$ cat config.mk
export PLATFORM = sky130hd
export DESIGN_NAME = mem_read_streamer
export DESIGN_NICKNAME = d
export VERILOG_FILES = /design/src/rtl/mem_read_streamer.sv
export SDC_FILE = /design/constraint.sdc
export NUM_CORES = 1
export LEC_CHECK = 0
export ABC_AREA = 1
export ABC_CLOCK_PERIOD_IN_PS = 5100
export CAP_MARGIN = 20
export CORE_MARGIN = 5
export CORE_UTILIZATION = 55
export CTS_BUF_LIST = sky130_fd_sc_hd__clkbuf_16
export CTS_CLUSTER_SIZE = 12
export DETAILED_ROUTE_END_ITERATION = 7
export HOLD_SLACK_MARGIN = 0.15
export PLACE_DENSITY = 0.89
export SKIP_CTS_REPAIR_TIMING = 1
export SLEW_MARGIN = 20
export SYNTH_ARGS = -nofsm -noshare
export SYNTH_HDL_FRONTEND = slang
export SYNTH_SLANG_ARGS = --single-unit
$ cat constraint.sdc
create_clock -name clk -period 5.1 [get_ports clk]
set_input_delay 1.02 -clock clk [delete_from_list [all_inputs] [get_ports clk]]
set_output_delay 1.02 -clock clk [all_outputs]
set_load 0.05 [all_outputs]
$ cat src/rtl/mem_read_streamer.sv
// mem_read_streamer: walks len consecutive addresses of a 1-cycle synchronous read port and
// streams the returned words on valid/ready. Optional macro RDSTREAM_NOWRAP_EN rejects wrapping starts.
module mem_read_streamer #(
  parameter int ADDR_W = 3,
  parameter int DATA_W = 4,
  parameter int DEPTH  = 8
) (
  input  logic              clk,
  input  logic              rst_n,
  input  logic              start,
  input  logic [ADDR_W-1:0] base_addr,
  input  logic [ADDR_W:0]   len,
  output logic              busy,
  output logic              done,
  output logic              err,
  output logic [ADDR_W-1:0] addr_rd,
  output logic              rd_en,
  input  logic [DATA_W-1:0] rd_data,
  output logic              out_valid,
  input  logic              out_ready,
  output logic [DATA_W-1:0] out_data,
  output logic              out_last
);

  localparam logic [1:0] IDLE  = 2'd0;
  localparam logic [1:0] READ  = 2'd1;
  localparam logic [1:0] DRAIN = 2'd2;
  localparam logic [1:0] FIN   = 2'd3;

  localparam logic [ADDR_W:0]   DEPTH_L  = (ADDR_W+1)'(DEPTH);
  localparam logic [ADDR_W:0]   CNT_ZERO = (ADDR_W+1)'(1'b0);
  localparam logic [ADDR_W:0]   CNT_ONE  = (ADDR_W+1)'(1'b1);
  localparam logic [ADDR_W-1:0] ADDR_ONE = (ADDR_W)'(1'b1);

  logic [1:0]        state_r;
  logic [ADDR_W:0]   len_r;
  logic [ADDR_W:0]   iss_cnt_r;
  logic [ADDR_W:0]   acc_cnt_r;
  logic [ADDR_W-1:0] addr_r;
  logic [1:0]        occ_r;
  logic              inflight_r;
  logic [DATA_W-1:0] head_r;
  logic [DATA_W-1:0] tail_r;
  logic [ADDR_W:0]   len_m1_s;
  logic [2:0]        live_s;
  logic              push_s;
  logic              pop_s;
  logic              reject_s;

  assign len_m1_s = len_r - CNT_ONE;
  assign push_s   = inflight_r;
  assign pop_s    = out_valid & out_ready;

  // Words buffered or returning this cycle, crediting the word leaving downstream right now.
  // The pop credit is what lets a 2-entry buffer sustain one word per cycle.
  assign live_s = {1'b0, occ_r} + {2'b00, inflight_r} - {2'b00, pop_s};

  assign rd_en     = (state_r == READ) && (iss_cnt_r != len_r) && (live_s < 3'd2);
  assign addr_rd   = addr_r;
  assign busy      = (state_r == READ) || (state_r == DRAIN);
  assign done      = (state_r == FIN);
  assign out_valid = (occ_r != 2'd0);
  assign out_data  = head_r;
  assign out_last  = out_valid && (acc_cnt_r == len_m1_s);

`ifdef RDSTREAM_NOWRAP_EN
  logic err_r;

  assign reject_s = ({2'b00, base_addr} + {1'b0, len}) > {1'b0, DEPTH_L};

  // Rejected-start pulse.
  always_ff @(posedge clk or negedge rst_n) begin
    if (!rst_n) begin
      err_r <= 1'b0;
    end else begin
      err_r <= (state_r == IDLE) && start && reject_s;
    end
  end

  assign err = err_r;
`else
  assign reject_s = 1'b0;
  assign err      = 1'b0;
`endif

  // Transfer sequencing, issue address and issued/accepted counters.
  always_ff @(posedge clk or negedge rst_n) begin
    if (!rst_n) begin
      state_r   <= IDLE;
      len_r     <= CNT_ZERO;
      iss_cnt_r <= CNT_ZERO;
      acc_cnt_r <= CNT_ZERO;
      addr_r    <= {ADDR_W{1'b0}};
    end else begin
      if (pop_s) begin
        acc_cnt_r <= acc_cnt_r + CNT_ONE;
      end
      case (state_r)
        IDLE: begin
          if (start && !reject_s) begin
            if (len == CNT_ZERO) begin
              state_r <= FIN;
            end else begin
              state_r   <= READ;
              len_r     <= (len > DEPTH_L) ? DEPTH_L : len;
              addr_r    <= base_addr;
              iss_cnt_r <= CNT_ZERO;
              acc_cnt_r <= CNT_ZERO;
            end
          end
        end
        READ: begin
          if (rd_en) begin
            addr_r    <= addr_r + ADDR_ONE;
            iss_cnt_r <= iss_cnt_r + CNT_ONE;
            if (iss_cnt_r == len_m1_s) begin
              state_r <= DRAIN;
            end
          end
        end
        DRAIN: begin
          if (pop_s && (acc_cnt_r == len_m1_s)) begin
            state_r <= FIN;
          end
        end
        FIN: begin
          state_r <= IDLE;
        end
        default: begin
          state_r <= IDLE;
        end
      endcase
    end
  end

  // Two-entry output buffer; head_r is always the word presented downstream.
  always_ff @(posedge clk or negedge rst_n) begin
    if (!rst_n) begin
      occ_r      <= 2'd0;
      inflight_r <= 1'b0;
      head_r     <= {DATA_W{1'b0}};
      tail_r     <= {DATA_W{1'b0}};
    end else begin
      inflight_r <= rd_en;
      case (occ_r)
        2'd0: begin
          if (push_s) begin
            head_r <= rd_data;
            occ_r  <= 2'd1;
          end
        end
        2'd1: begin
          if (push_s && pop_s) begin
            head_r <= rd_data;
          end else if (push_s) begin
            tail_r <= rd_data;
            occ_r  <= 2'd2;
          end else if (pop_s) begin
            occ_r <= 2'd0;
          end
        end
        2'd2: begin
          if (pop_s) begin
            head_r <= tail_r;
            if (push_s) begin
              tail_r <= rd_data;
            end else begin
              occ_r <= 2'd1;
            end
          end
        end
        default: begin
          occ_r <= 2'd0;
        end
      endcase
    end
  end

endmodule
## Word level (Yosys, flattened, before mapping)

Cells that the tools add are included.

- Input bits: 15
- Logic and storage cells: 91
- Register bits after elaboration: 28
- Output and inout bits: 13

- Multiplexer cells: 34
- Eq/ne operators: 19
- Magnitude comparators: 2
- Bitwise gates (word level): 2
- Reductions and logical operators: 19
- Add/sub/neg operators: 6

Operators with widths:

| operator | number |
|---|---|
| $mux 4 | 14 |
| $mux 2 | 11 |
| $ne 2x2->1 const B | 8 |
| $pmux 4 s2 | 2 |
| $pmux 4 s3 | 1 |
| $reduce_and 4->1 | 3 |
| $mux 3 | 3 |
| $add 4x1->4 const B | 2 |
| $eq 4x4->1 | 2 |
| $pmux 2 s4 | 1 |
| $eq 2x2->1 const B | 3 |
| $pmux 2 s3 | 1 |
| $pmux 3 s2 | 1 |
| $reduce_and 3->1 | 2 |
| $reduce_bool 2->1 | 3 |
| $logic_and 1x1->1 | 5 |
| $reduce_and 5->1 | 1 |
| $eq 2x1->1 const B | 2 |
| $gt 4x4->1 const B | 1 |
| $logic_not 2->1 | 2 |
| $logic_not 4->1 | 1 |
| $ne 2x1->1 const B | 2 |
| $ne 4x4->1 | 1 |
| $sub 4x1->4 const B | 1 |
| 9 further kinds | 9 |

## Logic depth before layout (Yosys ltp)

Gate-level depths: netlist of run 1.

- Word-level depth: 7
- Depth in mapped cells: 15
- Depth with buffers taken out: 14

## Worst setup path before layout of run 1

No wires, ideal clock.

- Kind: input to output
- From: input out_ready
- To: output rd_en
- Cell stages on the path: 10
- Data arrival time: 2.863 ns
- Path slack: 1.217 ns
- Buffers on the path: 0
- Data required time: 4.080 ns
- Path through: inv_1 -> nor2_1 -> inv_1 -> ha_1 -> nand2_1 -> fa_1 -> nand2_2 -> nor3b_2 -> nand2_2 -> inv_1

- Longest elaborated chain between the ends: 4

Ends and longest elaborated chain:

| item | line | text |
|---|---|---|
| start: declaration | 20 | `input logic out_ready,` |
| $and 1x1->1 | 52 | `assign pop_s = out_valid & out_ready;` |
| $sub 3x1->3 | 56 | `assign live_s = {1'b0, occ_r} + {2'b00, inflight_r} - {2'b00, pop_s};` |
| $lt 3x2->1 | 58 | `assign rd_en = (state_r == READ) && (iss_cnt_r != len_r) && (live_s < 3'd2);` |
| $logic_and 1x1->1 | 58 |  |
| end: declaration | 17 | `output logic rd_en,` |

Every way passes these cells.

## Worst setup path in the final report of run 1

Ends and elaborated chain as after synthesis.

==> results.md, run 1 <==
- Worst r2r path cells: 14
- Worst setup EP type: primary output
- Post-Place Setup Slack: 0.602 ns
- Post-DP HPWL: 2800 um
- Sink Count: 28
- Initial antenna violation count: 0
- Max Cap Viol: 0
- Root buf cell: clkbuf_16
- Combinational Power Share: 60.3%
- #FFs+latches synth: 28
- Core box area: 3080 um^2
- Per-cell routed wire length: 13.1 um
- Vias per inst: 5.08
- Die X: 67.1 um
- Largest net degree at the start of global routing: 29
- Post-Synthesis Cell Area: 1790 um^2
- First-pass GRT wire length: 6900 um
- Netlist cell types: 28
- Share of the synthesized area in the top cell type: 39.1%
- CTS buffer count: 3
- Rel. slew slack: 66.0%
- Critical-path cell list: clkdlybuf4s50_1, inv_1, nor2_1, inv_1, ha_1, nand2_1, fa_1, nand2_2, nor3b_2, nand2_2, inv_1, buf_12
- Arr. time, crit path: 3.59 ns
- Commonest register cell after synthesis: dfrtp_1
- Fmax: 217 MHz
- Layout cells sized above 1: 9.89%
- DR iter-0 viols: 57
- Worst r2r dst: addr_rd[2]
- Die Y: 67.1 um
- Antenna fix cells: 0
- Setup ws final: 0.487 ns
- CTS tree: done
- Fin. Hold Viols: 0
- First drt pass iteration count: 4
- Final min period: 4.61 ns
- Initial Utilization: 58.3%
- Commonest non-fill, non-tap cells in the layout: nand2_1 (78), inv_1 (32), dfrtp_1 (28), clkdlybuf4s50_1 (25), nor2_1 (21)
- Switch Pwr: 0.000792 W
- Total gr overflow: 0
- Sequential share of the synthesized area: 39.1%
- Crit path max-delay family: buffers and inverters
- Area leader, netlist: dfrtp_1
- Worst Path Required: 4.08 ns
- Critical path's slowest cell: fa_1
- Clock share of power: 14.6%
- Std cell rows: 20
- Clk_lat worst skew: 0.27 ns
- PwrDens: 739 nW/um^2
- Reg-to-Reg Start: occ_r[0]
- DRT antenna net count: 0
- CTS max path bufs: 2
- Internal Power: 0.000831 W
- Setup Crit Path Kind: in2out
- Asr flop ratio synth: 100%
- Synth Instances: 236
- Most common cell after layout, fill and taps aside: nand2_1
- # nets final: 289
- EDFF count, synth: 0
- Worst Hold Depth: 1
- Worst-margin pin slew: 0.509 ns
- Maximum vdd drop: 480 uV
- Worst hold path endpoint: tail_r[3]
- Tot GR Track Use: 20.5%
- Crit-path max FO: 5
- IO buf count: 26
- Tcrit/Tclk final: 90.5%
- TNS Setup: 0 ns
- Residual DRC: 0
- Leak: 1.10 nW
- Final setup violation count: 0
- Top cell by count, worst path: inv_1
- Status: complete, no violations
- Io pins: 28
- Worst Setup Start Kind: input port
- Slew Viols, Final: 0
- Reg2reg setup slack: 2.03 ns
- Clock transition at path regs: 0.07 ns
- RSZ-0062 raised after global routing: no
- Layout area overhead: 22.5%
- Min-delay src: tail_r[3]
- Min-delay worst type: reg2reg
- Sw frac: 48.8%
- CP peak stage delay: 0.52 ns
- RD Place Congestion: 0.846
- Vias: 1,560
- Layout Skew: 0.00366 ns
- Vias in the first global route: 1,521
- Seq pwr share: 25.1%
- Syn_area_per_cell: 7.60 um^2
- Critical path buffers and inverters: 5
- Ys Warns: 0
- Synth area leaders: dfrtp_1 (39%), nand2_1 (16%), inv_1 (6.7%)
- Die area: 4500 um^2
- Syn nets: 261
- # H-tree levels: 1
- Final WL: 4010 um
power groups by stage:
| stage | Clock (W) | Sequential (W) | Combinational, W |
|---|---|---|---|
| 2_1_floorplan | 0 | 0.000478 | 0.000669 |
| 3_3_place_gp | 0 | 0.000405 | 0.000938 |
| 3_5_place_dp | 0 | 0.000409 | 0.000964 |
| 4_1_cts | 0.000235 | 0.000406 | 0.000982 |
| 5_1_grt | 0.000248 | 0.000426 | 0.00109 |
| 6_report | 0.000237 | 0.000407 | 0.000980 |
through the flow:
stage / cell area (um^2) / total power [W] / util [%] / hold WS [ns] / std cells
after CTS: 2200 / 0.00162 / 71.3 / 0.509 / 307
after detailed placement: 2090 / 0.00137 / 67.9 / 0.493 / 303
after floorplan: 1790 / 0.00115 / - / 0.480 / 236
final: 2200 / 0.00162 / 71.3 / 0.509 / 307
after global placement: 2090 / 0.00134 / 67.9 / 0.487 / 303
after global routing: 2200 / 0.00176 / 71.3 / 0.536 / 307
Yosys cell counts, drive strengths merged, types with 2 or more instances:
library cell	instances
o21a	2
a21oi	6
mux2	4
xor2	5
or2	3
ha	9
nor2	22
inv	32
nand2	82
nand4	4
o22ai	3
buf	4
nand3	12
a31oi	4
dfrtp	28
o21ai	12
layer usage:
layer  GRT usage [%]  wire length [um]
met1            26.0              1800
met2            35.3              2050
met3            2.53               115
met4            7.34                51
met5               0                 0
area by class of cell:
class                      instances  area [um^2]
fill                             230          882
timing repair buffer              27          278
clock inverter                     1         30.0
tap                               44         55.1
sequential                        28          701
multi-input combinational        172          937
clock buffer                       3         75.1
inverter                          32          120
state kept, by name, summed over array words and instances (netlist names):
| register | flops |
|---|---|
| acc_cnt_r | 4 |
| addr_rd | 3 |
| inflight_r | 1 |
| iss_cnt_r | 4 |
| len_r | 4 |
| occ_r | 2 |
| out_data | 4 |
| state_r | 2 |
| tail_r | 4 |
how the worst max path moves through the flow:
| stage | from | to | slack, ns | cells past startpoint |
|---|---|---|---|---|
| after floorplan | out_ready | rd_en | 1.22 | 10 |
| after global placement | out_ready | rd_en | 0.68 | 12 |
| after detailed placement | out_ready | rd_en | 0.60 | 12 |
| after CTS | out_ready | rd_en | 0.49 | 12 |
| after global routing | out_ready | rd_en | 0.32 | 12 |
| final | out_ready | rd_en | 0.49 | 12 |
kinds of logic after synthesis:
kind of cell | synth area share [%]
flip-flops | 39.1
AND/OR/NAND/NOR | 29.0
multiplexers | 3.07
XOR/XNOR | 2.44
AO/OA/AOI/OAI | 10.2
adder cells (fa/ha/maj) | 7.40
other | 0.209
buffers and inverters | 8.65
(Power assumes the default switching activity.)
==> run 2, diff against run 1 <==
Settings changed: CTS_CLUSTER_SIZE 12 to default.
==> results of run 2 <==
Final layout, timing and power as in run 1 (identical DEF).
==> run 3, diff against run 2 <==
Settings changed: ABC_CLOCK_PERIOD_IN_PS 5100 to 5800.
Clock period 5.1 ns to 5.8 ns, I/O delays scaled along.
==> run 3 against run 2 <==
Critical path type unchanged. Register-to-register slack gained 0.85 ns. Non-clock buffer count stayed put. Flip-flop and latch count stayed put. First-iteration DRC count is 44% higher. Worst hold slack better by 0.0030 ns. Global-route usage is 1.7 points lower. Critical path depth is the same. Clock-buffer cell count unchanged. Sequential power is 12% lower. Sequential share of layout area up 0.15 points. Clock power fell by 14%. Combinational power shrank 15%.
==> results.md, run 3 (synthesis gave the netlist of run 1 again) <==
- IO buf count: 26 (unchanged)
- CTS max path bufs: 2 (unchanged)
- Min-delay worst type: reg2reg
- Arr. time, crit path: 4.23 ns (+0.64 ns)
- Largest net degree at the start of global routing: 29 (unchanged)
- Worst Hold Depth: 1 (unchanged)
- Seq pwr share: 25.7% (+0.6 points)
- RSZ-0062 raised after global routing: no
- Worst Path Required: 4.64 ns (+0.56 ns)
- Crit path max-delay family: buffers and inverters
- Die area: 4500 um^2 (unchanged)
- PwrDens: 638 nW/um^2 (-14%)
- Fin. Hold Viols: 0 (unchanged)
- Layout Skew: 0.00160 ns (-0.00206 ns)
- Commonest non-fill, non-tap cells in the layout: nand2_1 (78), inv_1 (32), dfrtp_1 (28), clkdlybuf4s50_1 (26), nor2_1 (21)
- Combinational Power Share: 59.7% (-0.6 points)
- Post-DP HPWL: 2680 um (-4.5%)
- Min-delay src: tail_r[3]
- Tot GR Track Use: 18.8% (-1.7 points)
- Per-cell routed wire length: 11.8 um (-9.6%)
- Vias per inst: 5.02 (-1.2%)
- Std cell rows: 20 (unchanged)
- Reg-to-Reg Start: occ_r[0]
- Critical path buffers and inverters: 5 (unchanged)
- Final setup violation count: 0 (unchanged)
- Core box area: 3080 um^2 (unchanged)
- # nets final: 289 (unchanged)
- Worst r2r path cells: 14 (unchanged)
- Slew Viols, Final: 0 (unchanged)
- First-pass GRT wire length: 6490 um (-6.0%)
- Final WL: 3630 um (-9.6%)
- Worst Setup Start Kind: input port
- Crit-path max FO: 5 (unchanged)
- Top cell by count, worst path: inv_1
- Clock transition at path regs: 0.07 ns (about the same)
- Clk_lat worst skew: 0.26 ns (about the same)
- Non-Filler Instances: 307 (unchanged)
- Fmax: 186 MHz
- Layout area overhead: 21.9%
- Placed Cells: 303 (unchanged)
- Clock share of power: 14.6% (about the same)
- Design Power: 0.00140 W (-14%)
- Sw frac: 48.5% (-0.30 points)
- Worst hold path endpoint: tail_r[3]
- Internal Power: 0.000719 W (-14%)
- Post-Place Setup Slack: 0.447 ns (-0.155 ns)
- DR iter-0 viols: 82 (+44%)
- Layout cells sized above 1: 9.51% (-0.38 points)
- Setup ws final: 0.412 ns (-0.0745 ns)
- Switch Pwr: 0.000676 W (-15%)
- Worst setup EP type: primary output
- Most common cell after layout, fill and taps aside: nand2_1
- CTS buffer count: 3 (unchanged)
- Root buf cell: clkbuf_16
- Initial antenna violation count: 0 (unchanged)
- Rel. slew slack: 65.5% (-0.46 points)
- Maximum vdd drop: 415 uV (-13%)
- Critical path's slowest cell: clkdlybuf4s50_1
- Final min period: 5.39 ns
- TNS Setup: 0 ns (unchanged)
- Worst r2r dst: addr_rd[0]
- Critical-path cell list: clkdlybuf4s50_1, inv_1, nor2_1, inv_1, ha_1, nand2_1, fa_1, nand2_2, nor3b_2, nand2_2, inv_1, clkdlybuf4s50_1
- Status: complete, no violations
- Worst-margin pin slew: 0.516 ns (+0.00681 ns)
- CP peak stage delay: 0.80 ns (+0.28 ns)
- Tcrit/Tclk final: 92.9%
- First drt pass iteration count: 4 (unchanged)
- Residual DRC: 0 (unchanged)
- DRT antenna net count: 0 (unchanged)
- Hold Slack: 0.512 ns (+0.00299 ns)
- Io pins: 28 (unchanged)
- Die X: 67.1 um (unchanged)
- Max Cap Viol: 0 (unchanged)
- Leak: 1.10 nW (-0.45%)
- Vias: 1,541 (-1.2%)
- Setup Crit Path Kind: in2out
- # H-tree levels: 1 (unchanged)
- Sink Count: 28 (unchanged)
- Initial Utilization: 58.3% (unchanged)
- CTS tree: done
- RD Place Congestion: 0.863 (+2.0%)
- Reg2reg setup slack: 2.88 ns (+0.85 ns)
- Die Y: 67.1 um (unchanged)
- Total gr overflow: 0 (unchanged)
- Antenna fix cells: 0 (unchanged)
- Vias in the first global route: 1,490 (-2.0%)
==> run 3: power by group through the flow <==
stage | registers, W | clock network, W | logic, W
floorplan | 0.000420 | 0 | 0.000588
global placement | 0.000355 | 0 | 0.000810
detailed placement | 0.000360 | 0 | 0.000823
CTS | 0.000358 | 0.000204 | 0.000837
global route | 0.000372 | 0.000215 | 0.000931
finish | 0.000358 | 0.000204 | 0.000833
==> run 3: routing by layer <==
layer	vias to the layer above	global-route usage, %	wire length (um)
met5	-	0	0
met4	0	6.84	84
met3	9	1.85	88
met2	28	30.4	1750
met1	701	25.7	1700
li1	803	-	-
==> run 3: how the worst max path moves through the flow <==
stage | end | slack (ns) | startpoint | cells past startpoint
after floorplan | rd_en | 1.64 | out_ready | 10
after global placement | rd_en | 0.48 | out_ready | 12
after detailed placement | rd_en | 0.45 | out_ready | 12
after CTS | rd_en | 0.42 | out_ready | 12
after global routing | rd_en | 0.22 | out_ready | 12
final | rd_en | 0.41 | out_ready | 12
==> run 3: area by class of cell <==
type | count | area, um^2
Inverter | 32 | 120
Fill cell | 232 | 892
Tap cell | 44 | 55.1
Timing Repair Buffer | 27 | 268
Clock inverter | 1 | 30.0
Sequential cell | 28 | 701
Multi-Input combinational cell | 172 | 937
Clock buffer | 3 | 75.1
==> run 3: stage by stage <==
stage | util [%] | area, um^2
after floorplan | - | 1790
after global placement | 67.6 | 2080
after detailed placement | 67.6 | 2080
after CTS | 71.0 | 2190
after global routing | 71.0 | 2190
final | 71.0 | 2190
